File: src/rtl/lock_pkg.sv
// Shared widths and key-loader FSM encoding for the locked-adder operand feeder.
package lock_pkg;

  localparam int LOCK_KEY_W  = 32;
  localparam int LOCK_DATA_W = 16;

  typedef enum logic [1:0] {
    IDLE   = 2'd0,
    SHIFT  = 2'd1,
    COMMIT = 2'd2
  } key_state_t;

endpackage

File: src/rtl/lock_key_shifter.sv
// Serial key shadow register with bit counter; o_done flags that the next accepted bit is the last.
module lock_key_shifter
  import lock_pkg::*;
#(
  parameter int KEY_W = LOCK_KEY_W,
  parameter int CNT_W = $clog2(KEY_W)
) (
  input  logic             clk_i,
  input  logic             rst_ni,
  input  logic             i_clr,
  input  logic             i_shift,
  input  logic             i_bit,
  output logic [KEY_W-1:0] o_shadow,
  output logic             o_done
);

  logic [KEY_W-1:0] r_shadow;
  logic [CNT_W-1:0] r_cnt;

  // Shadow register and bit counter; clear wins over shift
  always_ff @(posedge clk_i or negedge rst_ni) begin
    if (!rst_ni) begin
      r_shadow <= {KEY_W{1'b0}};
      r_cnt    <= {CNT_W{1'b0}};
    end else if (i_clr) begin
      r_shadow <= {KEY_W{1'b0}};
      r_cnt    <= {CNT_W{1'b0}};
    end else if (i_shift) begin
      r_shadow <= {r_shadow[KEY_W-2:0], i_bit};
      r_cnt    <= r_cnt + CNT_W'(1);
    end else begin
      r_shadow <= r_shadow;
      r_cnt    <= r_cnt;
    end
  end

  assign o_shadow = r_shadow;
  assign o_done   = (r_cnt == CNT_W'(KEY_W - 1));

endmodule

File: src/rtl/lock_key_operand_loader.sv
// Loads the adder unlock key serially and commits it atomically; registers operand
// pairs behind a handshake that opens only once a key is committed.
module lock_key_operand_loader
  import lock_pkg::*;
#(
  parameter int DATA_W = LOCK_DATA_W,
  parameter int KEY_W  = LOCK_KEY_W,
  parameter int CNT_W  = $clog2(KEY_W)
) (
  input  logic              clk_i,
  input  logic              rst_ni,
  input  logic              key_start_i,
  input  logic              key_bit_i,
  input  logic              key_bit_valid_i,
  output logic              key_busy_o,
  output logic              key_loaded_o,
  output logic              key_err_o,
  output logic [KEY_W-1:0]  key_o,
  input  logic              op_valid_i,
  output logic              op_ready_o,
  input  logic [DATA_W-1:0] add1_i,
  input  logic [DATA_W-1:0] add2_i,
  output logic [DATA_W-1:0] add1_o,
  output logic [DATA_W-1:0] add2_o,
  output logic              op_valid_o
);

  key_state_t        r_state;
  logic              r_key_loaded;
  logic              r_key_err;
  logic [KEY_W-1:0]  r_key;
  logic              r_op_valid;
  logic [DATA_W-1:0] r_add1;
  logic [DATA_W-1:0] r_add2;

  logic              w_clr;
  logic              w_shift;
  logic              w_done;
  logic              w_op_ready;
  logic [KEY_W-1:0]  w_shadow;

  // A restart request takes priority over a serial bit arriving in the same cycle
  always_comb begin
    w_clr   = 1'b0;
    w_shift = 1'b0;
    case (r_state)
      IDLE: begin
        w_clr = key_start_i;
      end
      SHIFT: begin
        if (key_start_i) begin
          w_clr = 1'b1;
        end else begin
          w_shift = key_bit_valid_i;
        end
      end
      default: begin
        w_clr   = 1'b0;
        w_shift = 1'b0;
      end
    endcase
  end

  lock_key_shifter #(
    .KEY_W (KEY_W),
    .CNT_W (CNT_W)
  ) u_shifter (
    .clk_i    (clk_i),
    .rst_ni   (rst_ni),
    .i_clr    (w_clr),
    .i_shift  (w_shift),
    .i_bit    (key_bit_i),
    .o_shadow (w_shadow),
    .o_done   (w_done)
  );

  // Key FSM; key_o changes only in COMMIT so the adder never sees a partial key
  always_ff @(posedge clk_i or negedge rst_ni) begin
    if (!rst_ni) begin
      r_state      <= IDLE;
      r_key_loaded <= 1'b0;
      r_key_err    <= 1'b0;
      r_key        <= {KEY_W{1'b0}};
    end else begin
      case (r_state)
        IDLE: begin
          if (key_start_i) begin
            r_state      <= SHIFT;
            r_key_loaded <= 1'b0;
          end else begin
            r_state <= IDLE;
          end
        end
        SHIFT: begin
          if (key_start_i) begin
            r_key_err <= 1'b1;
          end else if (key_bit_valid_i && w_done) begin
            r_state <= COMMIT;
          end else begin
            r_state <= SHIFT;
          end
        end
        COMMIT: begin
          r_key        <= w_shadow;
          r_key_loaded <= 1'b1;
          r_key_err    <= 1'b0;
          r_state      <= IDLE;
        end
        default: begin
          r_state <= IDLE;
        end
      endcase
    end
  end

  assign w_op_ready = r_key_loaded & (r_state == IDLE);

  // Operand capture stage; outputs hold between accepted pairs
  always_ff @(posedge clk_i or negedge rst_ni) begin
    if (!rst_ni) begin
      r_op_valid <= 1'b0;
      r_add1     <= {DATA_W{1'b0}};
      r_add2     <= {DATA_W{1'b0}};
    end else if (op_valid_i && w_op_ready) begin
      r_op_valid <= 1'b1;
      r_add1     <= add1_i;
      r_add2     <= add2_i;
    end else begin
      r_op_valid <= 1'b0;
      r_add1     <= r_add1;
      r_add2     <= r_add2;
    end
  end

  assign key_busy_o   = (r_state != IDLE);
  assign key_loaded_o = r_key_loaded;
  assign key_err_o    = r_key_err;
  assign key_o        = r_key;
  assign op_ready_o   = w_op_ready;
  assign add1_o       = r_add1;
  assign add2_o       = r_add2;
  assign op_valid_o   = r_op_valid;

endmodule

File: config.mk
export PLATFORM = sky130hd
export DESIGN_NAME = lock_key_operand_loader
export DESIGN_NICKNAME = d
export VERILOG_FILES = /design/src/rtl/lock_pkg.sv /design/src/rtl/lock_key_shifter.sv /design/src/rtl/lock_key_operand_loader.sv
export SDC_FILE = /design/constraint.sdc
export NUM_CORES = 1
export LEC_CHECK = 0
export ABC_AREA = 1
export BUFFER_PORTS_ARGS = -buffer_cell sky130_fd_sc_hd__buf_2
export CAP_MARGIN = 15
export CORE_ASPECT_RATIO = 0.6
export CORE_MARGIN = 2
export CORE_UTILIZATION = 47
export DETAILED_ROUTE_END_ITERATION = 8
export PLACE_DENSITY = 0.83
export SLEW_MARGIN = 20
export SYNTH_ARGS = -nofsm -noshare
export SYNTH_HDL_FRONTEND = slang
export SYNTH_HIERARCHICAL = 1
export SYNTH_SLANG_ARGS = --single-unit
export TNS_END_PERCENT = 20
File: constraint.sdc
create_clock -name clk_i -period 1.66 [get_ports clk_i]
set_clock_uncertainty 0.2 [all_clocks]
set_input_delay 0.166 -clock clk_i [delete_from_list [all_inputs] [get_ports clk_i]]
set_output_delay 0.166 -clock clk_i [all_outputs]
set_load 0.01 [all_outputs]
==> Word level (Yosys, flattened, before mapping) <==
Cells that the tools add are included.
{ "op_classes": {"add_sub_neg": 1, "eq_ne": 6, "mux": 17, "n_bitwise": 1, "n_reduce_logical": 9} }
{ "op_table": {"columns": ["op", "count"], "rows": [
  ["$mux 32", 2],
  ["$mux 5", 2],
  ["$reduce_bool 2->1", 4],
  ["$mux 1", 7],
  ["$ne 2x2->1 const B", 3],
  ["$pmux 1 s2", 3],
  ["$add 5x1->5 const B", 1],
  ["$eq 5x5->1 const B", 1],
  ["$mux 2", 2],
  ["$pmux 2 s2", 1],
  ["$reduce_and 2->1", 2],
  ["$eq 2x1->1 const B", 1],
  ["$eq 2x2->1 const B", 1],
  ["$logic_and 1x1->1", 2],
  ["$logic_not 2->1", 1],
  ["$and 1x1->1", 1]
]} }
{ "word_totals": {"register_bits": 106, "inputBits": 38, "out_inout_bits": 69, "elab_cells": 43} }

==> Logic depth before layout (Yosys ltp) <==
Gate-level depths: netlist of run 1.
{ "logic_depth": {"depth_word": 5, "ltp_mapped": 9, "ltp_nobuf": 9} }

==> Modules after synthesis <==
Netlist of run 1, hierarchy kept.
{ "modules_own_cells": {"columns": ["mod", "n_inst", "cells_each", "area_per_inst_um2", "seq_area_each_um2"], "rows": [
  ["lock_key_operand_loader", 1, 305, 2750.1, 1726.7],
  ["lock_key_shifter", 1, 154, 1488.9, 925.9]
]} }

==> Worst setup path before layout of run 1 <==
OpenSTA, ideal clock, no wires.
{ "synth_path": {"path_kind": "register -> register", "start": "reg r_state[1]", "end": "reg u_shifter.r_cnt[2]", "setup_ps": 121, "arrival_ps": 1305, "required_ps": 1339, "path_slack_ps": 34, "stages_incl_launch_ff": 8, "path_buffers": 1, "synth_period_minus_slack_ps": 1626, "cell_sequence": "dfrtp_1 -> nor2_1 -> inv_1 -> nor2_1 -> buf_4 -> inv_1 -> o21ai_0 -> nor2_1"} }
{ "synth_between": {"elab_chain_cells": 3, "elab_cells_between_ends": 6, "cone_classes": "eq/ne: 1; mux: 3; reduce/logical: 2"} }
{ "synth_lines": {"columns": ["item", "line_no", "rtl"], "rows": [
  ["start: declaration", "lock_key_operand_loader.sv:28", "key_state_t r_state;"],
  ["start signal: assignment", "lock_key_operand_loader.sv:80", "r_state <= IDLE;"],
  ["start signal: assignment", "lock_key_operand_loader.sv:88", "r_state <= SHIFT;"],
  ["start signal: assignment", "lock_key_operand_loader.sv:91", "r_state <= IDLE;"],
  ["$eq 2x1->1", "lock_key_operand_loader.sv:46", "case (r_state)"],
  ["$mux 1", "lock_key_operand_loader.sv:46", null],
  ["net w_shift", "lock_key_operand_loader.sv:37", "logic w_shift;"],
  ["$reduce_bool 2->1 (no line)", null, null],
  ["end signal: assignment", "lock_key_shifter.sv:27", "r_cnt <= {CNT_W{1'b0}};"],
  ["end signal: assignment", "lock_key_shifter.sv:30", "r_cnt <= r_cnt + CNT_W'(1);"],
  ["end signal: assignment", "lock_key_shifter.sv:33", "r_cnt <= r_cnt;"],
  ["end: declaration", "lock_key_shifter.sv:18", "logic [CNT_W-1:0] r_cnt;"]
]} }
The timed path passes the listed nets, and every way through them passes these cells.
A chain may end at the register's enable or synchronous reset.

==> Worst setup path in the final report of run 1 <==
{ "layout_path": {"start": "reg r_state[1]", "end": "out op_ready_o"} }
{ "layout_between": {"elab_chain_cells": 2} }
{ "layout_lines": {"columns": ["item", "line_no", "rtl"], "rows": [
  ["$logic_not 2->1", "lock_key_operand_loader.sv:116", "assign w_op_ready = r_key_loaded & (r_state == IDLE);"],
  ["$and 1x1->1", "lock_key_operand_loader.sv:116", null],
  ["end: declaration", "lock_key_operand_loader.sv:20", "output logic op_ready_o,"]
]} }
Every way passes these cells.

==> results of run 1 <==
[flip-flops by register name, summed over array words and instances (netlist names)]
| signal | cells |
|---|---|
| key_err_o | 1 |
| key_o | 32 |
| r_state | 2 |
| op_valid_o | 1 |
| key_loaded_o | 1 |
| u_shifter/o_shadow | 32 |
| u_shifter/r_cnt | 5 |
| add2_o | 16 |
| add1_o | 16 |
[per-layer routing]
| metal | track usage [%] | wire length (um) |
|---|---|---|
| met5 | 0 | 0 |
| met4 | 6.81 | 193 |
| met3 | 6.97 | 630 |
| met2 | 36.4 | 5320 |
| met1 | 30.6 | 5020 |
[power by group through the flow]
stage	Clock, uW	Sequential [uW]	Combinational [uW]
floorplan	0	2660	93.4
global placement	0	2660	214
detailed placement	0	2660	227
CTS	2080	2610	300
global route	2190	2610	370
finish	2030	2610	342
[area by class of cell]
type / instances / area (um2) / area share (%)
clock buffers: 11 / 253 / 4.46
clock inverters: 5 / 38.8 / 0.685
inverters: 29 / 114 / 2.01
multi-input cells: 296 / 1350 / 23.8
flip-flops and latches: 106 / 2650 / 46.8
well taps: 112 / 140 / 2.47
repair buffers: 163 / 1120 / 19.8
[what timing repair did]
action | CTS | global route
resized for setup | 6 | 18
endpoints found under the setup margin | 38 | 59
pin swaps | 0 | 2
buffers inserted | 0 | 5
hold buffers | 36 | 0
hold endpoints to repair | 142 | 0
gates cloned | 0 | 1
[cell usage after synthesis]
cell and n:
nand3_1 20, nand4_1 32, nor2_1 8, inv_1 27, ha_1 2, nor2_4 1, clkbuf_1 6, nand2_2 2
a21oi_1 3, o31ai_1 1, buf_2 15, inv_2 2, nand3_2 1, nand2_1 204, nor2_2 1, o22ai_1 13
o21ai_0 7, buf_4 1, dfrtp_1 106, nor3_1 1, buf_6 6
[placed cells by master (no fill, tap or decap)]
cell	instances
clkinvlp_4	4
o22ai_2	1
nor2_4	5
nand3_2	1
nor3_1	1
o31ai_1	1
dfrtp_1	106
o22ai_1	12
inv_1	24
buf_12	3
ha_1	2
o21ai_1	2
buf_8	1
nor2_1	5
a21oi_1	3
nand2_2	2
dlygate4sd3_1	36
nand3_1	20
buf_4	15
o21ai_0	5
nand2_1	203
clkbuf_8	2
nand4_1	32
clkinv_4	1
clkbuf_16	10
inv_2	4
inv_6	1
nand2_4	1
buf_6	2
buf_2	105
[final timing paths]
| check | endpoint | start | cells after the start |
|---|---|---|---|
| max in group asynchronous | key_o[22]$_DFFE_PN0P_ | rst_ni | 3 |
| min reg2reg | key_o[26]$_DFFE_PN0P_ | u_shifter/o_shadow[26]$_DFFE_PN0P_ | 2 |
| min in group clk_i | op_valid_o$_DFF_PN0_ | op_valid_i | 4 |
| min | add2_o[6]$_DFFE_PN0P_ | rst_ni | 2 |
| max | op_ready_o | r_state[1]$_DFFE_PN0P_ | 5 |
| max reg2reg | u_shifter/o_shadow[9]$_DFFE_PN0P_ | r_state[0]$_DFFE_PN0P_ | 8 |
[worst reg2reg max path, stage by stage, from the launching register on]
cell       delay, ns
dfrtp_1         0.37
inv_1           0.07
nor2_1          0.17
inv_2           0.08
nor2_4          0.17
buf_4           0.15
clkbuf_16       0.14
nand3_1         0.10
nand2_1         0.10
[cells by family (layout without fill, tap and decap cells)]
| family | count (synthesis) | in the layout | synth area share (%) |
|---|---|---|---|
| compound gates | 24 | 24 | 3.28 |
| buf+inv | 57 | 208 | 6.64 |
| fa+ha+maj | 2 | 2 | 0.590 |
| flops | 106 | 106 | 62.6 |
| simple gates | 270 | 270 | 26.9 |
[per-stage QoR]
step / setup WS, ns / utilization [%] / power (uW)
after floorplan: 0.0340 / - / 2750
after global placement: 0.0158 / 56.6 / 2870
after detailed placement: -0.122 / 56.6 / 2890
after CTS: -0.0147 / 64.4 / 4990
after global routing: -0.0829 / 65.7 / 5180
final: 0.00558 / 65.7 / 4990
==> impl_metrics.tcl, run 1 <==
set metrics [dict create \
    fin_nets 645 \
    vias 3739 \
    maxSlewViolCount 0 \
    drc 0 \
    vias_per_cell 5.18 \
    fmax_mhz 604 \
    syn_inst 459 \
    clkTransAtPathRegs_ns 0.07 \
    final_cells 722 \
    path_class "flip-flop to output pin" \
    dpl.hpwl_um 7010 \
    ys_warn_count 6 \
    fill_cells 685 \
    p_int_uw 3860 \
    clk_latency_ns 0.35 \
    antenna_found_initial 0 \
    max_stage_delay_ns 0.40 \
    clock_sinks 106 \
    placed_area_um2 4880 \
    area_growth_pct 33.6 \
    grt_use_total_pct 22.9 \
    gp_congestion 0.881 \
    drt_iter0_drc 327 \
    critPathRequiredTime_ns 1.29 \
    synth_top_area_share_pct 62.6 \
    start_util_pct 49.2 \
    finalSetupViolCount 0 \
    worst_setup_path_start_kind "flip-flop" \
    path_buf_inv 3 \
    synth_area_leaders "dfrtp_1 (63%), nand2_1 (18%), nand4_1 (4.7%), inv_1 (2.4%), nand3_1 (2.4%)" \
    powerDensity_nw_per_um2 881 \
    synth_area_um2 4240 \
    end_kind "output pin" \
    rsz0062_at_grt "true" \
    rrSetupSlack_ns 0.04 \
    routedWlPerCell_um 15.5 \
    ant_nets 0 \
    power.switching_uw 1130 \
    clockPowerShare_pct 40.7 \
    max_slew_margin_pct 64.6 \
    setup_tns_ns 0 \
    pwr-share-seq_pct 52.4 \
    cap_violations 0 \
    grt.overflow.total 0 \
    die_h_um 77.6 \
    ys_ff_latch 106 \
    cts-root-buf "clkbuf_16" \
    grt_pass1_vias 3709 \
    cts_made_buffers 9 \
    postSynthAreaPerCell_um2 9.24 \
    synth_nets 499 \
    cp_top_family "flip-flops" \
    dp.cells 664 \
    clk_path_buf_depth 2 \
    grt_max_degree 34 \
    post-route-period-util_pct 99.7 \
    cts_tree "built" \
    drt-total-wl_um 11200 \
    grt_pass1_wl_um 17900 \
    critPathMaxFanout 4 \
    io_buffer_count 106 \
    drive_above_1_share_pct 25.9 \
    htreeDepth 3 \
    sw_frac_of_total_pct 22.7 \
    n_antenna_cell 0 \
    synth.distinct_cells 21 \
    ir_drop_v 0.000547 \
    synth.largest_area_cell "dfrtp_1" \
    worst_path_max_delay_cell "dfrtp_1" \
    drt_pass1_iterations 5 \
    leakagePower_uw 0.00326 \
    hold_path_class "input pin to asynchronous set/reset pin" \
    rows 26 \
    yosysSeqAreaShare_pct 62.6 \
    die-width_um 127 \
    final_area_um2 5670 \
    crit_chain "buf_6 -> nor2_4 -> inv_2 -> nor2_1 -> buf_2" \
    status "finished, final reports clean" \
    ios 107 \
    coreArea_um2 8620 \
    combPwrFrac_pct 6.9 \
    hold_viol_final 0 \
    whs_ns 0.116 \
    die_area_um2 9820 \
    arrival_ns 1.29 \
    worstMarginPinSlew_ns 0.530 \
    min_period_ns 1.65 \
]
Power figures use the tool's default switching activity.
==> run 2, diff against run 1 <==
--- a/config.mk
+++ b/config.mk
@@ -16,6 +16,5 @@
 export SLEW_MARGIN = 20
 export SYNTH_ARGS = -nofsm -noshare
 export SYNTH_HDL_FRONTEND = slang
-export SYNTH_HIERARCHICAL = 1
 export SYNTH_SLANG_ARGS = --single-unit
 export TNS_END_PERCENT = 20
==> run 2 against run 1 <==
  * Critical path type unchanged
  * Critical endpoint unchanged
  * Worst setup slack better by 0.10 ns
  * Power is 3.5% higher
  * Sequential power is 3% higher
  * Design area is 2.8% lower
==> impl_metrics.tcl, run 2 <==
set metrics [dict create \
    synth_top_area_share_pct 62.9 \
    synth_flop_cell "dfrtp_1" \
    worst_setup_path_start_kind "flip-flop" \
    post-route-period-util_pct 93.4 \
    cap_violations 0 \
    clk_path_buf_depth 2 \
    grt.overflow.total 0 \
    final_cell_mix "nand2_1 (147), dfrtp_1 (106), buf_2 (105)" \
    grt_pass1_wl_um 15400 \
    area_growth_pct 30.6 \
    ys_top_cells_by_count "nand2_1 (148), dfrtp_1 (106), o21ai_0 (58), inv_1 (42), nand3_1 (35)" \
    pwr-share-seq_pct 52.1 \
    hold_path_class "input pin to flip-flop" \
    leakagePower_uw 0.00293 \
    synthArstFlopShare_pct 100 \
    die_area_um2 9770 \
    gp_congestion 0.812 \
    rsz0062_at_grt "false" \
    yosysSeqAreaShare_pct 62.9 \
    grt_use_total_pct 19.9 \
    synth_area_um2 4220 \
    vias 3352 \
    synth_nets 477 \
    clock_sinks 106 \
    grt_pass1_vias 3319 \
    path_class "flip-flop to output pin" \
    min_period_ns 1.55 \
    worstMarginPinSlew_ns 0.574 \
    ys_warn_count 0 \
    cts-root-buf "clkbuf_16" \
    combPwrFrac_pct 7.7 \
    io_buffer_count 106 \
    clockPowerShare_pct 40.2 \
    pre_cts_slack_ns 0.169 \
    drt-total-wl_um 9230 \
    final_common_cell "nand2_1" \
    routedWlPerCell_um 13.3 \
    clk_latency_ns 0.34 \
    end_kind "output pin" \
    dpl.hpwl_um 5930 \
    p_int_uw 4010 \
    status "finished, final reports clean" \
    critPathRequiredTime_ns 1.29 \
    powerDensity_nw_per_um2 938 \
    synth.distinct_cells 21 \
    drt_pass1_iterations 4 \
    worst_slack_ns 0.110 \
    drc 0 \
    critPathMaxFanout 4 \
    power.switching_uw 1160 \
    maxSlewViolCount 0 \
    drive_above_1_share_pct 25.6 \
    hold_viol_final 0 \
    die-width_um 126 \
    htreeDepth 3 \
    setup_tns_ns 0 \
    crit_chain "nor2_2 -> inv_1 -> nor2_1 -> buf_2" \
    rows 26 \
    post-synth-top-count-cell "nand2_1" \
    fmax_mhz 645 \
    vias_per_cell 4.82 \
    start_util_pct 48.9 \
    synth_edf_count 0 \
    cts_tree "built" \
    max_stage_delay_ns 0.42 \
    grt_max_degree 107 \
    ir_drop_v 0.000743 \
    postSynthAreaPerCell_um2 9.65 \
    ant_nets 0 \
    n_antenna_cell 0 \
    ios 107 \
    max_slew_margin_pct 61.7 \
    synth.largest_area_cell "dfrtp_1" \
    worst_path_max_delay_cell "dfrtp_1" \
    arrival_ns 1.18 \
    sw_frac_of_total_pct 22.5 \
    syn_inst 437 \
    ys_ff_latch 106 \
    cts_made_buffers 9 \
    fin_nets 618 \
    coreArea_um2 8620 \
    synth_area_leaders "dfrtp_1 (63%), nand2_1 (13%), o21ai_0 (6.9%), nand3_1 (4.2%), inv_1 (3.7%)" \
    antenna_found_initial 0 \
    drt_iter0_drc 191 \
    clkTransAtPathRegs_ns 0.07 \
    die_h_um 77.4 \
    finalSetupViolCount 0 \
]
[run 2: path summary, 6_finish.rpt]
path / startpoint / to / slack, ns / cells past startpoint
max: r_state[1]$_DFFE_PN0P_ / op_ready_o / 0.11 / 4
min: op_valid_i / op_valid_o$_DFF_PN0_ / 0.09 / 4
max reg2reg: u_shifter.r_cnt[1]$_DFFE_PN0P_ / r_state[1]$_DFFE_PN0P_ / 0.15 / 6
min reg2reg: add1_o[14]$_DFFE_PN0P_ / add1_o[14]$_DFFE_PN0P_ / 0.28 / 2
max in group asynchronous: rst_ni / add1_o[13]$_DFFE_PN0P_ / 0.60 / 3
min in group asynchronous: rst_ni / op_valid_o$_DFF_PN0_ / 0.20 / 3
[run 2: final cells by class]
class | instances | area (um2)
inverters | 43 | 161
well taps | 112 | 140
multi-input cells | 265 | 1220
fillers | 715 | 3110
clock inverters | 6 | 67.6
clock buffers | 10 | 229
flip-flops and latches | 106 | 2650
repair buffers | 153 | 1040
[run 2: cell families (layout without fill, tap and decap cells)]
logic type | after synthesis | in the layout | share of synthesized area (%)
xor gates and xnor gates | 1 | 1 | 0.208
AOI/OAI and AO/OA | 68 | 68 | 8.96
DFF | 106 | 106 | 62.9
adders and majority gates | 2 | 2 | 0.593
and+or+nand+nor | 194 | 194 | 19.1
buffers and inverters | 66 | 212 | 8.28
[run 2: power groups by stage]
stage / clock (uW) / sequential [uW] / combinational [uW]
after floorplan: 0 / 2770 / 117
after global placement: 0 / 2740 / 326
after detailed placement: 0 / 2740 / 337
after CTS: 2130 / 2690 / 403
after global routing: 2250 / 2700 / 444
final: 2080 / 2690 / 399
[run 2: worst max-delay path: cells and delay by family (launching register included)]
kind | cells | cell delay [ns]
DFF | 1 | 0.42
and+or+nand+nor | 2 | 0.24
buffers and inverters | 2 | 0.19
[run 2: routing by layer]
metal  routed length [um]  up-vias  GRT usage (%)
met4                  277        0           7.69
met1                 4160     1570           25.1
li1                     -     1656              -
met3                  437       24           6.76
met5                    0        -              0
met2                 4360      102           32.1
[run 2: timing repair]
action / CTS / global route
hold endpoints to repair: 143 / 0
setup buffers: 0 / 0
resized for setup: 0 / 0
hold buffers: 36 / 0
[run 2: stage by stage]
| stage | cell area [um2] | instances | hold WS (ns) | utilization, % | total power (uW) |
|---|---|---|---|---|---|
| after detailed placement | 4850 | 643 | 0.0787 | 56.3 | 3080 |
| after CTS | 5510 | 695 | 0.0732 | 63.9 | 5230 |
| final | 5510 | 695 | 0.0862 | 63.9 | 5170 |
| after global placement | 4850 | 643 | 0.0703 | 56.3 | 3060 |
| after global routing | 5510 | 695 | 0.0745 | 63.9 | 5390 |
| after floorplan | 4220 | 437 | -0.330 | - | 2890 |
